## src/rtl/ram_1p_arbiter.sv

```systemverilog
// rtl/ram_1p_arbiter.sv - two-host arbiter and address range checker in front of a single-port RAM
//
// Lets host A (instruction port) and host B (data port) share one 1-cycle RAM.
// At most one request is granted per cycle. The winning request goes to the RAM
// only if its address falls inside the RAM window. Each response is routed back
// to the host that issued it, and the other host sees all-zero response fields.
//
// Configuration macro: RAM_ARB_ROUND_ROBIN_EN
//   defined   : priority alternates after every grant (strict alternation under contention)
//   undefined : host B always wins under contention (fixed priority)
//
// Ports
//   clk_i, rst_ni                 clock, asynchronous active-low reset
//   a_req_i / a_gnt_o             host A request, same-cycle grant
//   a_we_i, a_be_i                host A write enable, byte enables
//   a_addr_i, a_wdata_i           host A byte address, write data
//   a_rvalid_o, a_rdata_o, a_err_o host A response (one cycle after grant)
//   b_*                           host B, same set as host A
//   ram_req_o .. ram_wdata_o      request to the RAM, address is the offset from AddrBase
//   ram_rvalid_i, ram_rdata_i     RAM response
module ram_1p_arbiter #(
    parameter int unsigned Depth    = 128,
    parameter logic [31:0] AddrBase = 32'h0010_0000
) (
    input  logic        clk_i,
    input  logic        rst_ni,

    input  logic        a_req_i,
    output logic        a_gnt_o,
    input  logic        a_we_i,
    input  logic [3:0]  a_be_i,
    input  logic [31:0] a_addr_i,
    input  logic [31:0] a_wdata_i,
    output logic        a_rvalid_o,
    output logic [31:0] a_rdata_o,
    output logic        a_err_o,

    input  logic        b_req_i,
    output logic        b_gnt_o,
    input  logic        b_we_i,
    input  logic [3:0]  b_be_i,
    input  logic [31:0] b_addr_i,
    input  logic [31:0] b_wdata_i,
    output logic        b_rvalid_o,
    output logic [31:0] b_rdata_o,
    output logic        b_err_o,

    output logic        ram_req_o,
    output logic        ram_we_o,
    output logic [3:0]  ram_be_o,
    output logic [31:0] ram_addr_o,
    output logic [31:0] ram_wdata_o,
    input  logic        ram_rvalid_i,
    input  logic [31:0] ram_rdata_i
);

    typedef enum logic {
        HOST_A = 1'b0,
        HOST_B = 1'b1
    } host_e;

    localparam logic [31:0] WindowBytes = 32'(Depth * 4);

    host_e       prio_q;
    host_e       owner_q;
    logic        pending_q;
    logic        err_q;
    logic        we_q;

    logic        a_win;
    logic        b_win;
    logic        granted;
    logic        sel_we;
    logic [3:0]  sel_be;
    logic [31:0] sel_addr;
    logic [31:0] sel_wdata;
    logic [31:0] offset;
    logic        in_range;
    logic        resp_valid;
    logic [31:0] resp_data;

    // Arbitration and request forwarding
    always_comb begin
        a_win     = a_req_i && (!b_req_i || (prio_q == HOST_A));
        b_win     = b_req_i && !a_win;
        granted   = a_win || b_win;

        sel_we    = b_win ? b_we_i    : a_we_i;
        sel_be    = b_win ? b_be_i    : a_be_i;
        sel_addr  = b_win ? b_addr_i  : a_addr_i;
        sel_wdata = b_win ? b_wdata_i : a_wdata_i;

        // Wrapping subtraction: addresses below the base wrap to huge offsets
        // and fail the compare, so one compare covers both window edges.
        offset    = sel_addr - AddrBase;
        in_range  = offset < WindowBytes;

        ram_req_o   = granted && in_range;
        ram_we_o    = ram_req_o ? sel_we    : 1'b0;
        ram_be_o    = ram_req_o ? sel_be    : 4'b0000;
        ram_addr_o  = ram_req_o ? offset    : 32'h0;
        ram_wdata_o = ram_req_o ? sel_wdata : 32'h0;

        a_gnt_o   = a_win;
        b_gnt_o   = b_win;
    end

    // One-deep response tracking; rejected requests still get an error response
    always_ff @(posedge clk_i or negedge rst_ni) begin
        if (!rst_ni) begin
            pending_q <= 1'b0;
            owner_q   <= HOST_A;
            err_q     <= 1'b0;
            we_q      <= 1'b0;
        end else begin
            pending_q <= granted;
            if (granted) begin
                owner_q <= b_win ? HOST_B : HOST_A;
                err_q   <= !in_range;
                we_q    <= sel_we;
            end
        end
    end

`ifdef RAM_ARB_ROUND_ROBIN_EN
    always_ff @(posedge clk_i or negedge rst_ni) begin
        if (!rst_ni) begin
            prio_q <= HOST_B;
        end else if (a_win) begin
            prio_q <= HOST_B;
        end else if (b_win) begin
            prio_q <= HOST_A;
        end
    end
`else
    assign prio_q = HOST_B;
`endif

    // A stray RAM valid without an outstanding grant is dropped here.
    // Error responses never went to the RAM, so they do not wait for it.
    always_comb begin
        resp_valid = pending_q && (err_q || ram_rvalid_i);
        resp_data  = (resp_valid && !err_q && !we_q) ? ram_rdata_i : 32'h0;

        a_rvalid_o = resp_valid && (owner_q == HOST_A);
        a_err_o    = a_rvalid_o && err_q;
        a_rdata_o  = (owner_q == HOST_A) ? resp_data : 32'h0;

        b_rvalid_o = resp_valid && (owner_q == HOST_B);
        b_err_o    = b_rvalid_o && err_q;
        b_rdata_o  = (owner_q == HOST_B) ? resp_data : 32'h0;
    end

endmodule

```

## config.mk

```make
export PLATFORM = sky130hd
export DESIGN_NAME = ram_1p_arbiter
export DESIGN_NICKNAME = d
export VERILOG_FILES = /design/src/rtl/ram_1p_arbiter.sv
export SDC_FILE = /design/constraint.sdc
export NUM_CORES = 1
export LEC_CHECK = 0
export CORE_AREA = 3 3 121 123
export DETAILED_ROUTE_END_ITERATION = 7
export DIE_AREA = 0 0 124 126
export PLACE_DENSITY = 0.67
export SYNTH_ARGS = -nofsm -noshare
export SYNTH_HDL_FRONTEND = slang
export SYNTH_SLANG_ARGS = --single-unit
export TNS_END_PERCENT = 30
```

## constraint.sdc

```tcl
create_clock -name clk_i -period 21.1 [get_ports clk_i]
set_input_delay 6.33 -clock clk_i [delete_from_list [all_inputs] [get_ports clk_i]]
set_output_delay 6.33 -clock clk_i [all_outputs]
set_load 0.02 [all_outputs]
```

==> run_results.csv <==
group,metric,value,unit
cts,ctsHtreeMaxLevel,1,
synth,synth.area.top_cells,"sky130_fd_sc_hd__mux2i_1 26%, sky130_fd_sc_hd__nor3_2 24%, sky130_fd_sc_hd__and2_1 16%",
detailed_routing,detailed_route_vias_per_instance,4.39,
grt,grt_start_max_net_pins,62,
detailed_routing,postRouteWirelength,12100,um
cts,worst_setup_hold_path_clk_slew,0.03,ns
synth,synth_flop_cell,"sky130_fd_sc_hd__dfrtp_1",
synth,synthesis.yosys.warnings,0,
final_layout,filler_cell_count,1384,
detailed_routing,detail-route-antenna-nets,0,
placed_design,place.detailed.hpwl,10300,um
sta,timing_max_transition_violations_final,0,
synth,synth.ff_latch_count,4,
setup_path,crit_start,"b_req_i",
outcome,status,"complete, no violations",
cts,clock_latency,0.22,ns
die,die_w,124,um
sta,fmax_achieved,59.9,MHz
setup_path,r2r_setup_slack,20.36,ns
cts,cts_repair_resize_count,0,
final_layout,antenna-diode-count,0,
synth,synthCells,301,
final_layout,area_delta_synth_final,129,%
setup_path,critical_path.max_fanout,61,
placed_design,place.port_buffers,304,
synth,yosys.cell_types.count,49,
setup_path,crit_path_max_incr_delay,0.88,ns
setup_path,worst_path_dominant_cell_family,"simple AND/OR/NAND/NOR gates",
setup_path,crit_path_end,"ram_we_o",
die,dieArea,0.0156,mm2
synth,netlist.top_cell.by_area,"sky130_fd_sc_hd__mux2i_1",
worst_hold_path,hold_path_class,"register to register",
cts,tritoncts,"done",
grt,gr-usage-all-layers,0.143,
setup_path,path_depth,10,
cts,cts-root-buf,"sky130_fd_sc_hd__clkbuf_16",
synth,synth-edff-count,0,
cts,cts_max_path_buffers,2,
placed_design,gp_routability_congestion,0.878,
setup_path,worstSetupEndpointType,"primary output",
die,initial_utilization,0.179,
cts,post-cts-setup-buffer-count,0,
detailed_routing,routedWlPerCell,16.0,um
synth,syn-cell-area,0.00246,mm2
final_layout,final_cell_area,0.00563,mm2
sta,worst_hold_slack,0.572,ns
cts,cts_hold_buf,0,
sta,max_slew.worst_pin.slew,1.05,ns
detailed_routing,dr_total_vias,3337,
die,coreArea,0.0138,mm2
sta,hold_violation_count_in_the_final_report,0,
setup_path,crit-reg2reg-launch,"owner_q$_DFFE_PN0N_",
synth,synth_commonest_cells,"64 x sky130_fd_sc_hd__and2_1, 64 x sky130_fd_sc_hd__mux2i_1, 58 x sky130_fd_sc_hd__nor3_2",
pwr,total_leakage_power,2.00,nW
final_layout,drive_gt1_frac,0.126,
grt,global_route_wire_length_before_repair,18000,um
synth,synthesis.area_per_instance,8.18,um2
detailed_routing,starting_drt_drc_count,94,
setup_path,worstPathCellList,"buf_4, mux2_2, inv_1, ha_1, or4bb_1, a222oi_1, xnor2_1, or4_4, a211oi_2, clkdlybuf4s50_1",
setup_path,rr_endpoint,"owner_q$_DFFE_PN0N_",
die,fp-row-count,43,
die,die_height,126,um
sta,finalCriticalPeriod,16.69,ns
setup_path,timing.critical_path.required,14.77,ns
grt,antenna_found_initial,0,
sta,tightest_slew_margin_relative_to_the_limit,0.298,
synth,fraction_of_the_yosys_area_taken_by_sequential_cells,0.0407,
sta,totalNegativeSetupSlack,0,ns
sta,timing.final.setup_violations,0,
sta,rsz_0062_raised_after_global_routing,"false",
final_layout,finalNonFillerCells,760,
synth,synthDominantCellAreaShare,0.260,
cts,numCtsBuffers,3,
setup_path,worst_r2r_path_depth,2,
placed_design,placed_area,0.00556,mm2
setup_path,critical-path-slowest-cell,"sky130_fd_sc_hd__or4_4",
setup_path,critical_path_buf_inv_count,3,
flow_run,max_cap_violations,0,
pwr,power-per-cell-area,17.8,mW/mm2
grt,vias_in_the_first_global_route,3476,
die,floorplan.io_pins,315,
grt,gr-total-overflow,0,
cts,clock-sinks,4,
pwr,vdd.ir_drop.worst,0.0226,mV
setup_path,arrival,10.36,ns
setup_path,setup.worst_path.class,"primary input to primary output",
sta,finalClockSkew,0,ns
placed_design,place_inst,757,
synth,async_flop_share,1.00,
detailed_routing,post-route-drc-count,0,
detailed_routing,drt_pass1_iterations,5,
final_layout,fin_nets,760,
sta,finalCritPeriodShare,0.791,
pwr,totalPowerFinal,0.101,mW
setup_path,timing.critical_path.from_type,"primary input",
-- metrics by stage --
stage	setup WS, ns	utilization
finish	4.41	0.409
global route	4.29	0.409
CTS	4.45	0.409
detailed placement	4.45	0.403
global placement	4.59	0.403
floorplan	4.65	-
-- area by class of cell --
cell class	instances	area (um2)	area share
sequential	4	100	0.0178
multi-input combinational	262	2150	0.382
tap	180	225	0.0400
timing repair buffer	307	3060	0.544
inverter	4	15.0	0.00267
clock buffer	3	75.1	0.0133
-- power breakdown --
part,internal (mW),total [mW],switching (mW)
logic,0.0387,0.0622,0.0235
clock network,0.0242,0.0298,0.00561
registers,0.00813,0.00847,0.000340
-- state kept, by name (all words and copies together) (netlist names) --
signal	cells
owner_q	1
err_q	1
we_q	1
pending_q	1
-- layer usage --
layer | GRT usage | vias to the layer above | share of wire | wire length (um)
met2 | 0.286 | 206 | 0.53 | 6390
li1 | - | 1621 | - | -
met1 | 0.146 | 1499 | 0.34 | 4160
met4 | 0.0284 | 0 | 0.015 | 181
met5 | 0 | - | 0 | 0
met3 | 0.0373 | 11 | 0.12 | 1410
-- logic make-up after synthesis --
group / Yosys count / share of synthesized area
simple gates: 163 / 0.508
fa+ha+maj: 3 / 0.0153
flops: 4 / 0.0407
other cells: 1 / 0.00152
compound gates: 18 / 0.0559
buf+inv: 44 / 0.103
xor+xnor: 3 / 0.0107
mux: 65 / 0.265
-- cell usage in the layout, fill, tap and decap left out, types with 2 or more instances in the layout --
cell type,instances
sky130_fd_sc_hd__o21ai_0,3
sky130_fd_sc_hd__or3b_1,2
sky130_fd_sc_hd__and3_1,3
sky130_fd_sc_hd__conb_1,10
sky130_fd_sc_hd__ha_1,3
sky130_fd_sc_hd__buf_4,4
sky130_fd_sc_hd__nor4_1,8
sky130_fd_sc_hd__dfrtp_1,4
sky130_fd_sc_hd__or3_1,3
sky130_fd_sc_hd__nor3b_1,3
sky130_fd_sc_hd__nor3_2,58
sky130_fd_sc_hd__or4b_1,2
sky130_fd_sc_hd__and2_1,64
sky130_fd_sc_hd__a222oi_1,2
sky130_fd_sc_hd__inv_1,3
sky130_fd_sc_hd__xnor2_1,2
sky130_fd_sc_hd__nor2_1,5
sky130_fd_sc_hd__or4_4,2
sky130_fd_sc_hd__nand2_1,4
sky130_fd_sc_hd__clkdlybuf4s50_1,303
sky130_fd_sc_hd__a21oi_1,2
sky130_fd_sc_hd__mux2i_1,64
sky130_fd_sc_hd__clkbuf_16,3
-- worst min-delay path by stage --
stage / cells past startpoint / end / from
global placement: 2 / we_q$_DFFE_PN0N_ / we_q$_DFFE_PN0N_
finish: 1 / err_q$_DFFE_PN0N_ / err_q$_DFFE_PN0N_
floorplan: 1 / err_q$_DFFE_PN0N_ / err_q$_DFFE_PN0N_
global route: 2 / we_q$_DFFE_PN0N_ / we_q$_DFFE_PN0N_
CTS: 1 / err_q$_DFFE_PN0N_ / err_q$_DFFE_PN0N_
detailed placement: 1 / err_q$_DFFE_PN0N_ / err_q$_DFFE_PN0N_
No activity file was read; power rests on OpenSTA's default activity.
